**src/rtl/dw_conv_sched.sv**
```systemverilog
// rtl/dw_conv_sched.sv - channel-major pixel sequencer for the 3x3 depthwise conv engine; DW_PAD_EN adds a 1-pixel zero border
module dw_conv_sched #(
    parameter int CHANNELS     = 16,
    parameter int FEATURE_SIZE = 112,
    parameter int DATA_WIDTH   = 16,
    parameter int ADDR_WIDTH   = 20
) (
    input  logic                  clk,
    input  logic                  rst_n,
    input  logic                  start,
    input  logic                  abort,
    output logic                  busy,
    output logic                  done,
    output logic                  rd_en,
    output logic [ADDR_WIDTH-1:0] rd_addr,
    input  logic [DATA_WIDTH-1:0] rd_data,
    output logic                  conv_valid,
    input  logic                  conv_ready,
    output logic [DATA_WIDTH-1:0] conv_data,
    output logic [7:0]            conv_channel,
    output logic [7:0]            conv_row,
    output logic [7:0]            conv_col,
    output logic                  conv_last
);

`ifdef DW_PAD_EN
    localparam int SPAN = FEATURE_SIZE + 2;
`else
    localparam int SPAN = FEATURE_SIZE;
`endif
    localparam logic [7:0] LAST_POS = 8'(SPAN - 1);
    localparam logic [7:0] LAST_CH  = 8'(CHANNELS - 1);
    localparam int         EW       = DATA_WIDTH + 25;

    typedef enum logic [1:0] {S_IDLE, S_RUN, S_DRAIN, S_DONE} state_t;
    state_t state, state_nx;

    logic [7:0]            ch_q, row_q, col_q;
    logic [7:0]            addr_row, addr_col;
    logic                  cur_pad, cur_last;
    logic [ADDR_WIDTH-1:0] cur_addr, addr_q;

    logic                  inf_valid, inf_pad, inf_last;
    logic [7:0]            inf_ch, inf_row, inf_col;

    logic [EW-1:0]         fifo_mem [2];
    logic                  rd_ptr, wr_ptr;
    logic [1:0]            fifo_cnt;
    logic [EW-1:0]         head, push_entry;
    logic [DATA_WIDTH-1:0] push_data;
    logic                  pop, can_issue, issue;

`ifdef DW_PAD_EN
    assign cur_pad  = (row_q == 8'd0) || (row_q == LAST_POS) || (col_q == 8'd0) || (col_q == LAST_POS);
    assign addr_row = row_q - 8'd1;
    assign addr_col = col_q - 8'd1;
`else
    assign cur_pad  = 1'b0;
    assign addr_row = row_q;
    assign addr_col = col_q;
`endif

    assign cur_last = (ch_q == LAST_CH) && (row_q == LAST_POS) && (col_q == LAST_POS);
    assign cur_addr = (ADDR_WIDTH'(ch_q) * ADDR_WIDTH'(FEATURE_SIZE) + ADDR_WIDTH'(addr_row))
                      * ADDR_WIDTH'(FEATURE_SIZE) + ADDR_WIDTH'(addr_col);

    // The FIFO head drives the engine directly; last is masked so an idle FIFO never flags end-of-frame.
    assign head         = fifo_mem[rd_ptr];
    assign conv_valid   = (fifo_cnt != 2'd0);
    assign conv_data    = head[EW-1:25];
    assign conv_channel = head[24:17];
    assign conv_row     = head[16:9];
    assign conv_col     = head[8:1];
    assign conv_last    = conv_valid & head[0];
    assign pop          = conv_valid & conv_ready;

    // Counting this cycle's pop lets a new read issue while the FIFO drains, keeping 1 pixel/cycle.
    assign can_issue  = ({1'b0, fifo_cnt} + {2'b00, inf_valid}) < (3'd2 + {2'b00, pop});
    assign issue      = (state == S_RUN) && !abort && can_issue;
    assign push_data  = inf_pad ? '0 : rd_data;
    assign push_entry = {push_data, inf_ch, inf_row, inf_col, inf_last};
    assign rd_addr    = rd_en ? cur_addr : addr_q;

    // State register.
    always_ff @(posedge clk or negedge rst_n) begin
        if (!rst_n) state <= S_IDLE;
        else        state <= state_nx;
    end

    // Next-state logic; abort wins from every state.
    always_comb begin
        state_nx = state;
        case (state)
            S_IDLE:  if (start) state_nx = S_RUN;
            S_RUN:   if (issue && cur_last) state_nx = S_DRAIN;
            S_DRAIN: if ((fifo_cnt == 2'd0) && !inf_valid) state_nx = S_DONE;
            S_DONE:  state_nx = S_IDLE;
            default: state_nx = S_IDLE;
        endcase
        if (abort) state_nx = S_IDLE;
    end

    // State-decoded outputs; border positions issue without touching the buffer.
    always_comb begin
        busy  = (state != S_IDLE);
        done  = (state == S_DONE);
        rd_en = issue && !cur_pad;
    end

    // Scan counters, the single in-flight read slot and the 2-entry output FIFO.
    always_ff @(posedge clk or negedge rst_n) begin
        if (!rst_n) begin
            ch_q        <= '0;
            row_q       <= '0;
            col_q       <= '0;
            addr_q      <= '0;
            inf_valid   <= 1'b0;
            inf_pad     <= 1'b0;
            inf_last    <= 1'b0;
            inf_ch      <= '0;
            inf_row     <= '0;
            inf_col     <= '0;
            fifo_mem[0] <= '0;
            fifo_mem[1] <= '0;
            rd_ptr      <= 1'b0;
            wr_ptr      <= 1'b0;
            fifo_cnt    <= '0;
        end else if (abort) begin
            ch_q      <= '0;
            row_q     <= '0;
            col_q     <= '0;
            inf_valid <= 1'b0;
            rd_ptr    <= 1'b0;
            wr_ptr    <= 1'b0;
            fifo_cnt  <= '0;
        end else begin
            if ((state == S_IDLE) && start) begin
                ch_q  <= '0;
                row_q <= '0;
                col_q <= '0;
            end else if (issue) begin
                if (col_q == LAST_POS) begin
                    col_q <= '0;
                    if (row_q == LAST_POS) begin
                        row_q <= '0;
                        ch_q  <= (ch_q == LAST_CH) ? 8'd0 : ch_q + 8'd1;
                    end else begin
                        row_q <= row_q + 8'd1;
                    end
                end else begin
                    col_q <= col_q + 8'd1;
                end
            end
            inf_valid <= issue;
            if (issue) begin
                inf_pad  <= cur_pad;
                inf_last <= cur_last;
                inf_ch   <= ch_q;
                inf_row  <= row_q;
                inf_col  <= col_q;
            end
            if (rd_en) addr_q <= cur_addr;
            if (inf_valid) begin
                fifo_mem[wr_ptr] <= push_entry;
                wr_ptr           <= ~wr_ptr;
            end
            if (pop) rd_ptr <= ~rd_ptr;
            fifo_cnt <= fifo_cnt + {1'b0, inf_valid} - {1'b0, pop};
        end
    end

endmodule

```
**config.mk**
```make
export PLATFORM = sky130hd
export DESIGN_NAME = dw_conv_sched
export DESIGN_NICKNAME = d
export VERILOG_FILES = /design/src/rtl/dw_conv_sched.sv
export SDC_FILE = /design/constraint.sdc
export NUM_CORES = 1
export LEC_CHECK = 0
export ABC_CLOCK_PERIOD_IN_PS = 19600
export CAP_MARGIN = 20
export CORE_ASPECT_RATIO = 0.7
export CORE_MARGIN = 2
export CORE_UTILIZATION = 37
export DETAILED_ROUTE_END_ITERATION = 8
export GPL_TIMING_DRIVEN = 0
export HOLD_SLACK_MARGIN = 0.03
export PLACE_DENSITY = 0.59
export SYNTH_ARGS = -nofsm -noshare
export SYNTH_HDL_FRONTEND = slang
export SYNTH_SLANG_ARGS = --single-unit
```
**constraint.sdc**
```tcl
create_clock -name clk -period 19.6 [get_ports clk]
set_input_delay 1.96 -clock clk [delete_from_list [all_inputs] [get_ports clk]]
set_output_delay 1.96 -clock clk [all_outputs]
set_load 0.01 [all_outputs]
```
[Word level (Yosys, flattened, before mapping)]
Cells that the tools add are included.
Storage, ports and cells
  output and inout bits: 65
  register bits: 158
  bits of input ports: 21
Operators by class
  multiply operators: 2
  $lt $le $gt $ge: 4
  reduce and logical (&&, ||, !) cells: 24
  muxes and demuxes: 33
  add/sub/neg operators: 9
  bitwise logic cells: 7
  eq/ne operators: 9
Operators with widths (number)
  41-bit 2-to-1 mux: 4
  8-bit 2-to-1 mux: 15
  82-bit bitwise mux: 1
  41-bit demux with 1-bit select: 1
  8-bit by 1-bit adder with 8-bit output (second input constant): 3
  20-bit by 8-bit adder with 20-bit output: 1
  20-bit 2-to-1 mux: 1
  15-bit by 8-bit adder with 16-bit output: 1
  8-bit by 7-bit equality test with 1-bit output (second input constant): 2
  16-bit by 3-bit multiplier with 16-bit output (second input constant): 1
  8-bit by 3-bit multiplier with 11-bit output (second input constant): 1
  2-bit 2-to-1 mux: 5
  3-bit nonzero test: 3
  8-bit by 4-bit equality test with 1-bit output (second input constant): 1
  1-bit logical AND: 8
  2-bit one-hot mux with 4 select lines: 1
  2-bit nonzero test: 4
  3-bit != test (second input constant): 2
  2-bit AND reduction: 3
  3-bit AND reduction: 2
  1-bit 2-to-1 mux: 5
  2-bit equality test (second input constant): 2
  2-bit >= comparator (second input constant): 2
  2-bit zero test: 2
  12 further kinds: 17

[Longest topological paths before layout]
Gate-level depths: netlist (run 1).
  depth after elaboration: 9
  depth in mapped cells: 21
  depth with buffers taken out: 20

[Worst setup path after synthesis (run 1)]
No wires, ideal clock.
  kind: flip-flop to output port
  start: register ch_q[0]
  end: output port rd_addr[19]
  buffers on the path: 1
  cell stages (with the launch flop): 21
  data required time: 17.640 ns
  slack: 11.946 ns
  arrival: 5.694 ns
  cells stage by stage: dfrtp_1 -> fa_1 -> ha_1 -> fa_1 -> ha_1 -> or2_2 -> o311ai_0 -> nor4_1 -> nand2_1 -> xnor2_1 -> inv_1 -> fa_1 -> inv_1 -> ha_1 -> buf_1 -> or4b_2 -> o211ai_1 -> a311oi_1 -> nor4_4 -> xnor3_1 -> o21ai_1
Between the ends
  cells in the longest elaborated chain, start to end: 5
RTL lines
  start: declaration: line 38  | logic [7:0] ch_q, row_q, col_q;
  start signal: assignment: line 146  | ch_q <= (ch_q == LAST_CH) ? 8'd0 : ch_q + 8'd1;
  8-bit by 3-bit multiplier with 11-bit output: line 64  | assign cur_addr = (ADDR_WIDTH'(ch_q) * ADDR_WIDTH'(FEATURE_SIZE) + ADDR_WIDTH'(addr_row))
  15-bit by 8-bit adder with 16-bit output: line 64
  16-bit by 3-bit multiplier with 16-bit output: line 65  | * ADDR_WIDTH'(FEATURE_SIZE) + ADDR_WIDTH'(addr_col);
  20-bit by 8-bit adder with 20-bit output: line 65
  20-bit 2-to-1 mux
  end: declaration: line 15  | output logic [ADDR_WIDTH-1:0] rd_addr,
Every way passes these cells.

[Worst setup path in the final report (run 1)]
  start: register ch_q[2]
  end: output port rd_addr[19]
Same word-level chain as after synthesis.

==> results.toml, run 1 <==
[run_status]
outcome = "finished, final reports clean"

[timing]
relSlewSlack = 0.474
rsz0062_at_grt = "false"
tightestPinTransition_ns = 0.788
timing.fmax_mhz = 108
fin_crit_sh = 0.471
whs_ns = 0.469
setup_violations = 0
hold_viol = 0
drv_slew = 0
setup_tns_ns = 0
fin_crit_ns = 9.24
fin_skew_ns = 0.00918

[yosys]
ys_ff_latch = 158
ys_warn_count = 0
yosysSeqAreaShare = 0.431
synth_flop_cell = "dfrtp_1"
synth.net_count = 955
synthArstFlopShare = 1.00
synth-edff-count = 0
synth.avg_cell_area_sq_um = 10.7
synthDistinctLibCells = 57
synth_cells = 860
syn_area_sq_um = 9170

[cells_and_area]
drive_above_1_share = 0.170
final_area_sq_um = 11000
layout_common_cells = "dfrtp_1, nand2_1, mux2_2, clkdlybuf4s50_1, o21ai_0"
area_growth_pct = 20.4
nNetsFinal = 1060
final_common_cell = "dfrtp_1"
n_antenna_cell = 0

[setup_path]
cp-start-kind = "register"
cp_data_arrival_time_ns = 7.28
worstSetupEndpoint = "rd_addr[19]"
crit_fanout = 8
timing.rr.start = "ch_q[2]"
reg2reg_depth = 20
crit_type = "reg -> out"
setup.worst_path.start = "ch_q[2]"
r2r_slack_ns = 13.22
required_ns = 17.64
reg2reg_to = "addr_q[19]"
crit_path_end_kind = "output pin"

[floorplanning]
rows = 48
core-area_sq_um = 24500
die_w_microns = 192
design.die.area_sq_um = 26100
ios = 86
initial_core_util = 0.374
die_h_microns = 136

[grt]
grt_usage = 0.163
grt_pass1_wl_microns = 33400
grt_pass1_vias = 6368
grt_max_degree = 121
overflow = 0
antenna_found_initial = 0

[run]
drv_cap = 0

[clocking]
clock_latency_ns = 0.42
post_cts_buffers = 0
ctsHoldBuffers = 0
htreeDepth = 4
clock_sinks = 158
cts_buffer_depth = 2
cts_tree = "yes"
cts_resized = 0
cts-root-buf = "clkbuf_16"
clkSlewWorstSetupHoldPaths_ns = 0.06
cts_inserted_buffers = 17

[route]
via_per_inst = 5.03
ant_nets = 0
vias = 6560
first_iter_violations = 414
drc = 0
routedWlPerCell_microns = 15.5
first_pass_iters = 5
wl_microns = 20200

[pwr]
vdd_drop_max_v = 0.0000873
powerDensity_nw_per_um2 = 123
leakage_uw = 0.00531

[worst_hold_path]
min_path_type = "reg -> reg"
worstHoldStart = "addr_q[10]"

[place]
portBuffers = 85
place_area_sq_um = 10500
dp_hpwl_microns = 15000
place.gp.congestion = 0.822
==> power by group <==
| group | leakage (uW) | internal, uW | switching (uW) | total, uW |
|---|---|---|---|---|
| combinational | 0.00289 | 281 | 337 | 618 |
| clock | 0.000279 | 188 | 139 | 326 |
| sequential | 0.00215 | 378 | 35.8 | 414 |
==> registers in the layout, summed over array words and instances, names as in the netlist <==
| register | cells |
|---|---|
| addr_row | 8 |
| fifo_cnt | 2 |
| ch_q | 8 |
| fifo_mem | 82 |
| addr_col | 8 |
| inf_row | 8 |
| inf_ch | 8 |
| addr_q | 20 |
| inf_col | 8 |
| rd_ptr | 1 |
| inf_valid | 1 |
| state | 2 |
| inf_last | 1 |
| wr_ptr | 1 |
==> per-stage QoR <==
stage	cells	worst slack, ns	util	power [uW]
2_1_floorplan	860	11.95	-	843
3_3_place_gp	1270	9.84	0.426	1030
3_5_place_dp	1271	10.80	0.427	1040
4_1_cts	1303	10.31	0.450	1370
5_1_grt	1303	9.86	0.450	1460
6_report	1303	10.36	0.450	1360
==> critical path, cell delays in order (launching register included) <==
cell             delay [ns]
dfrtp_1                0.61
fa_1                   0.49
ha_1                   0.24
fa_1                   0.44
ha_1                   0.33
or2_2                  0.13
o311ai_0               0.19
nor4_1                 0.56
nand2_1                0.14
xnor2_1                0.34
inv_1                  0.12
fa_1                   0.54
inv_1                  0.04
ha_1                   0.26
buf_1                  0.25
or4b_2                 0.61
o211ai_1               0.12
a311oi_1               0.13
nor4_4                 0.33
xnor3_1                0.31
o21ai_1                0.14
clkdlybuf4s50_1        0.55
==> cell families (layout without fill, tap and decap cells) <==
kind of cell    count (synthesis)  after routing  synth area share
simple gates                  244            244             0.125
flops                         158            158             0.431
compound gates                141            141            0.0962
mux                           125            125             0.153
fa+ha+maj                      74             74             0.118
buf+inv                        69            187            0.0282
xor+xnor                       49             49            0.0483
==> metal layers <==
metal	up-vias	GRT usage	routed length [microns]
li1	3217	-	-
met1	3241	0.251	10700
met2	89	0.233	8660
met3	13	0.0275	697
met4	0	0.0416	138
met5	-	0	0
==> synth_stat cells (5+ instances only) <==
| library cell | instances | area share |
|---|---|---|
| xnor2_1 | 21 | 0.020 |
| o21ai_0 | 58 | 0.032 |
| xor2_1 | 27 | 0.026 |
| fa_1 | 21 | 0.046 |
| inv_1 | 40 | 0.016 |
| o31ai_1 | 5 | 0.0041 |
| a211oi_1 | 8 | 0.0065 |
| nor3_1 | 5 | 0.0027 |
| a21oi_1 | 28 | 0.015 |
| buf_1 | 6 | 0.0025 |
| and3_1 | 5 | 0.0034 |
| clkbuf_1 | 22 | 0.0090 |
| nor2b_1 | 5 | 0.0034 |
| nor2_1 | 48 | 0.020 |
| dfrtp_1 | 158 | 0.43 |
| nand3_1 | 9 | 0.0049 |
| ha_1 | 53 | 0.072 |
| nand4_1 | 8 | 0.0055 |
| nand2_1 | 130 | 0.053 |
| a21o_1 | 9 | 0.0074 |
| mux2_2 | 122 | 0.15 |
==> worst min-delay path by stage <==
stage	to	slack [ns]	cells past startpoint
after floorplan	addr_q[10]	0.44	2
final	addr_q[10]	0.47	2
after global placement	addr_q[18]	0.45	2
after CTS	addr_q[1]	0.47	2
after global routing	addr_q[17]	0.49	2
after detailed placement	addr_q[1]	0.46	2
==> final cells by class <==
class                      count  area, sq um
tap                          325          407
timing repair buffer          86          883
clock inverter                 9         98.8
clock buffer                  23          478
inverter                      41          154
sequential                   158         3950
buffer                        28          105
fill                        2296        13500
multi-input combinational    633         4960
Power figures use the tool's default switching activity.
==> run 2: changes to the inputs <==
--- a/config.mk
+++ b/config.mk
@@ -5,7 +5,7 @@
 export SDC_FILE = /design/constraint.sdc
 export NUM_CORES = 1
 export LEC_CHECK = 0
-export ABC_CLOCK_PERIOD_IN_PS = 19600
+export ABC_CLOCK_PERIOD_IN_PS = 8300
 export CAP_MARGIN = 20
 export CORE_ASPECT_RATIO = 0.7
 export CORE_MARGIN = 2
@@ -13,7 +13,7 @@
 export DETAILED_ROUTE_END_ITERATION = 8
 export GPL_TIMING_DRIVEN = 0
 export HOLD_SLACK_MARGIN = 0.03
-export PLACE_DENSITY = 0.59
+export PLACE_DENSITY = 0.61
 export SYNTH_ARGS = -nofsm -noshare
 export SYNTH_HDL_FRONTEND = slang
 export SYNTH_SLANG_ARGS = --single-unit
==> constraint.sdc (replaced) <==
create_clock -name clk -period 8.3 [get_ports clk]
set_input_delay 0.83 -clock clk [delete_from_list [all_inputs] [get_ports clk]]
set_output_delay 0.83 -clock clk [all_outputs]
set_load 0.01 [all_outputs]
==> results.toml, run 2 (synthesized netlist as in run 1, its figures left out) <==
[pwr]
p_comb_frac = 0.461
p_sw_uw = 1210
vdd_drop_max_v = 0.000155
p_int_uw = 1950
switching_share = 0.383
pwr-share-clk = 0.229
p_seq_frac = 0.310
powerDensity_nw_per_um2 = 287
leakage_uw = 0.00530

[cells_and_area]
nNetsFinal = 1061
regArea_sq_um = 3950
drive_above_1_share = 0.174
multi_input_area_sq_um = 4980
final_area_sq_um = 11000
final_common_cell = "dfrtp_1"
area_growth_pct = 20.2
reg.largest.list = "fifo_mem (82), addr_q (20)"
largest_reg_flops = 82
n_antenna_cell = 0
fill_cells = 2287
regMostFlops = "fifo_mem"
layout_common_cells = "dfrtp_1, nand2_1, mux2_2, clkdlybuf4s50_1, o21ai_0"

[route]
vias = 6547
wl_microns = 20100
routedWlPerCell_microns = 15.5
via_per_inst = 5.03
first_pass_iters = 5
first_iter_violations = 424
drc = 0
ant_nets = 0

[timing]
setup_violations = 0
fin_skew_ns = 0.00949
fin_crit_ns = 7.84
timing.fmax_mhz = 127
relSlewSlack = 0.527
fin_crit_sh = 0.945
drv_slew = 0
hold_viol = 0
whs_ns = 0.298
tightestPinTransition_ns = 0.702
rsz0062_at_grt = "false"

[setup_path]
cp_cell_sequence = "fa_1 > ha_1 > fa_1 > ha_1 > or2_2 > o311ai_0 > nor4_2 > nand2_1 > xnor2_2 > inv_1 > fa_1 > inv_1 > ha_1 > buf_1 > or4b_2 > o211ai_1 > a311oi_2 > nor4_4 > xnor3_1 > o21ai_1 > clkdlybuf4s50_1"
cp_slowest_cell = "or4b_2"
cp_data_arrival_time_ns = 7.01
cp-start-kind = "register"
required_ns = 7.47
crit_type = "reg -> out"
slowest_delay_ns = 0.61
crit_fanout = 9
crit_path_end_kind = "output pin"

[floorplanning]
core-area_sq_um = 24500
die_h_microns = 136
die_w_microns = 192
rows = 48
initial_core_util = 0.374
ios = 86
design.die.area_sq_um = 26100

[place]
place.gp.congestion = 0.804
dp_hpwl_microns = 15000
place_area_sq_um = 10500
portBuffers = 85

[clocking]
clock_latency_ns = 0.43
cts_inserted_buffers = 17
clock_sinks = 158
cts_buffer_depth = 2
cts_tree = "yes"
cts-root-buf = "clkbuf_16"
htreeDepth = 4
clkSlewWorstSetupHoldPaths_ns = 0.06

[grt]
grt_usage = 0.164
grt_max_degree = 107
grt_pass1_wl_microns = 33700
overflow = 0
antenna_found_initial = 0
grt_pass1_vias = 6384

[worst_hold_path]
min_path_type = "in -> async"

[run]
drv_cap = 0

[run_status]
outcome = "finished, final reports clean"
## run 2: changes by cell type in the layout (fill, tap and decap cells not counted), sizes merged
cell      before  now
buf            8    9
clkinv         4    2
inv           44   46
bufinv         1    0
clkinvlp       1    3
clkbuf        45   42
## run 2: cell type report
class / instances / share of cell area
multi-input combinational: 633 / 0.452
sequential: 158 / 0.359
timing repair buffer: 87 / 0.0808
clock buffer: 20 / 0.0405
tap: 325 / 0.0369
inverter: 41 / 0.0140
buffer: 28 / 0.00953
clock inverter: 10 / 0.00749
## run 2: timing repair
action | CTS | global route
setup buffers | 0 | 1
setup endpoints to repair | 0 | 2
hold buffers | 0 | 0
endpoints found under the hold margin | 0 | 0
gates resized for setup | 0 | 4
## run 2: per-layer routing
metal | up-vias | GRT usage | wire length, microns
li1 | 3210 | - | -
met1 | 3206 | 0.249 | 10600
met2 | 116 | 0.238 | 8550
met3 | 15 | 0.0347 | 723
met4 | 0 | 0.0390 | 227
met5 | - | 0 | 0
## run 2: power groups by stage
stage,logic [uW],registers (uW),clock network (uW)
2_1_floorplan,1030,965,0
3_3_place_gp,1450,991,0
3_5_place_dp,1460,996,0
4_1_cts,1470,982,739
5_1_grt,1620,1000,774
6_report,1460,981,724
## run 2: worst paths after layout
| kind | slack (ns) | startpoint | cells past startpoint | endpoint |
|---|---|---|---|---|
| setup reg to reg | 2.20 | ch_q[0] | 20 | addr_q[19] |
| min in group clk | 0.47 | addr_q[1] | 2 | addr_q[1] |
| hold reg to reg | 0.47 | addr_q[1] | 2 | addr_q[1] |
| hold / removal | 0.30 | rst_n | 1 | fifo_mem[26] |
| max in group asynchronous | 7.10 | rst_n | 2 | addr_q[18] |
| setup / recovery | 0.46 | ch_q[0] | 21 | rd_addr[19] |
## run 2: critical path, delay by kind of cell, from the launching register on
kind | cells | cell delay (ns)
adder cells (fa/ha/maj) | 6 | 2.36
AND/OR/NAND/NOR | 5 | 1.52
buffers and inverters | 4 | 0.98
XOR/XNOR | 2 | 0.59
AO/OA/AOI/OAI | 4 | 0.59
flip-flops | 1 | 0.54
## run 2: stage by stage
stage          cells  power, uW   util  setup TNS, ns  setup WS [ns]
2_1_floorplan    860       1990      -              0           1.78
3_3_place_gp    1270       2440  0.426         -32.58         -0.223
3_5_place_dp    1271       2460  0.427              0          0.606
4_1_cts         1301       3190  0.449              0         0.0933
5_1_grt         1302       3400  0.450              0         0.0253
6_report        1302       3160  0.450              0          0.455
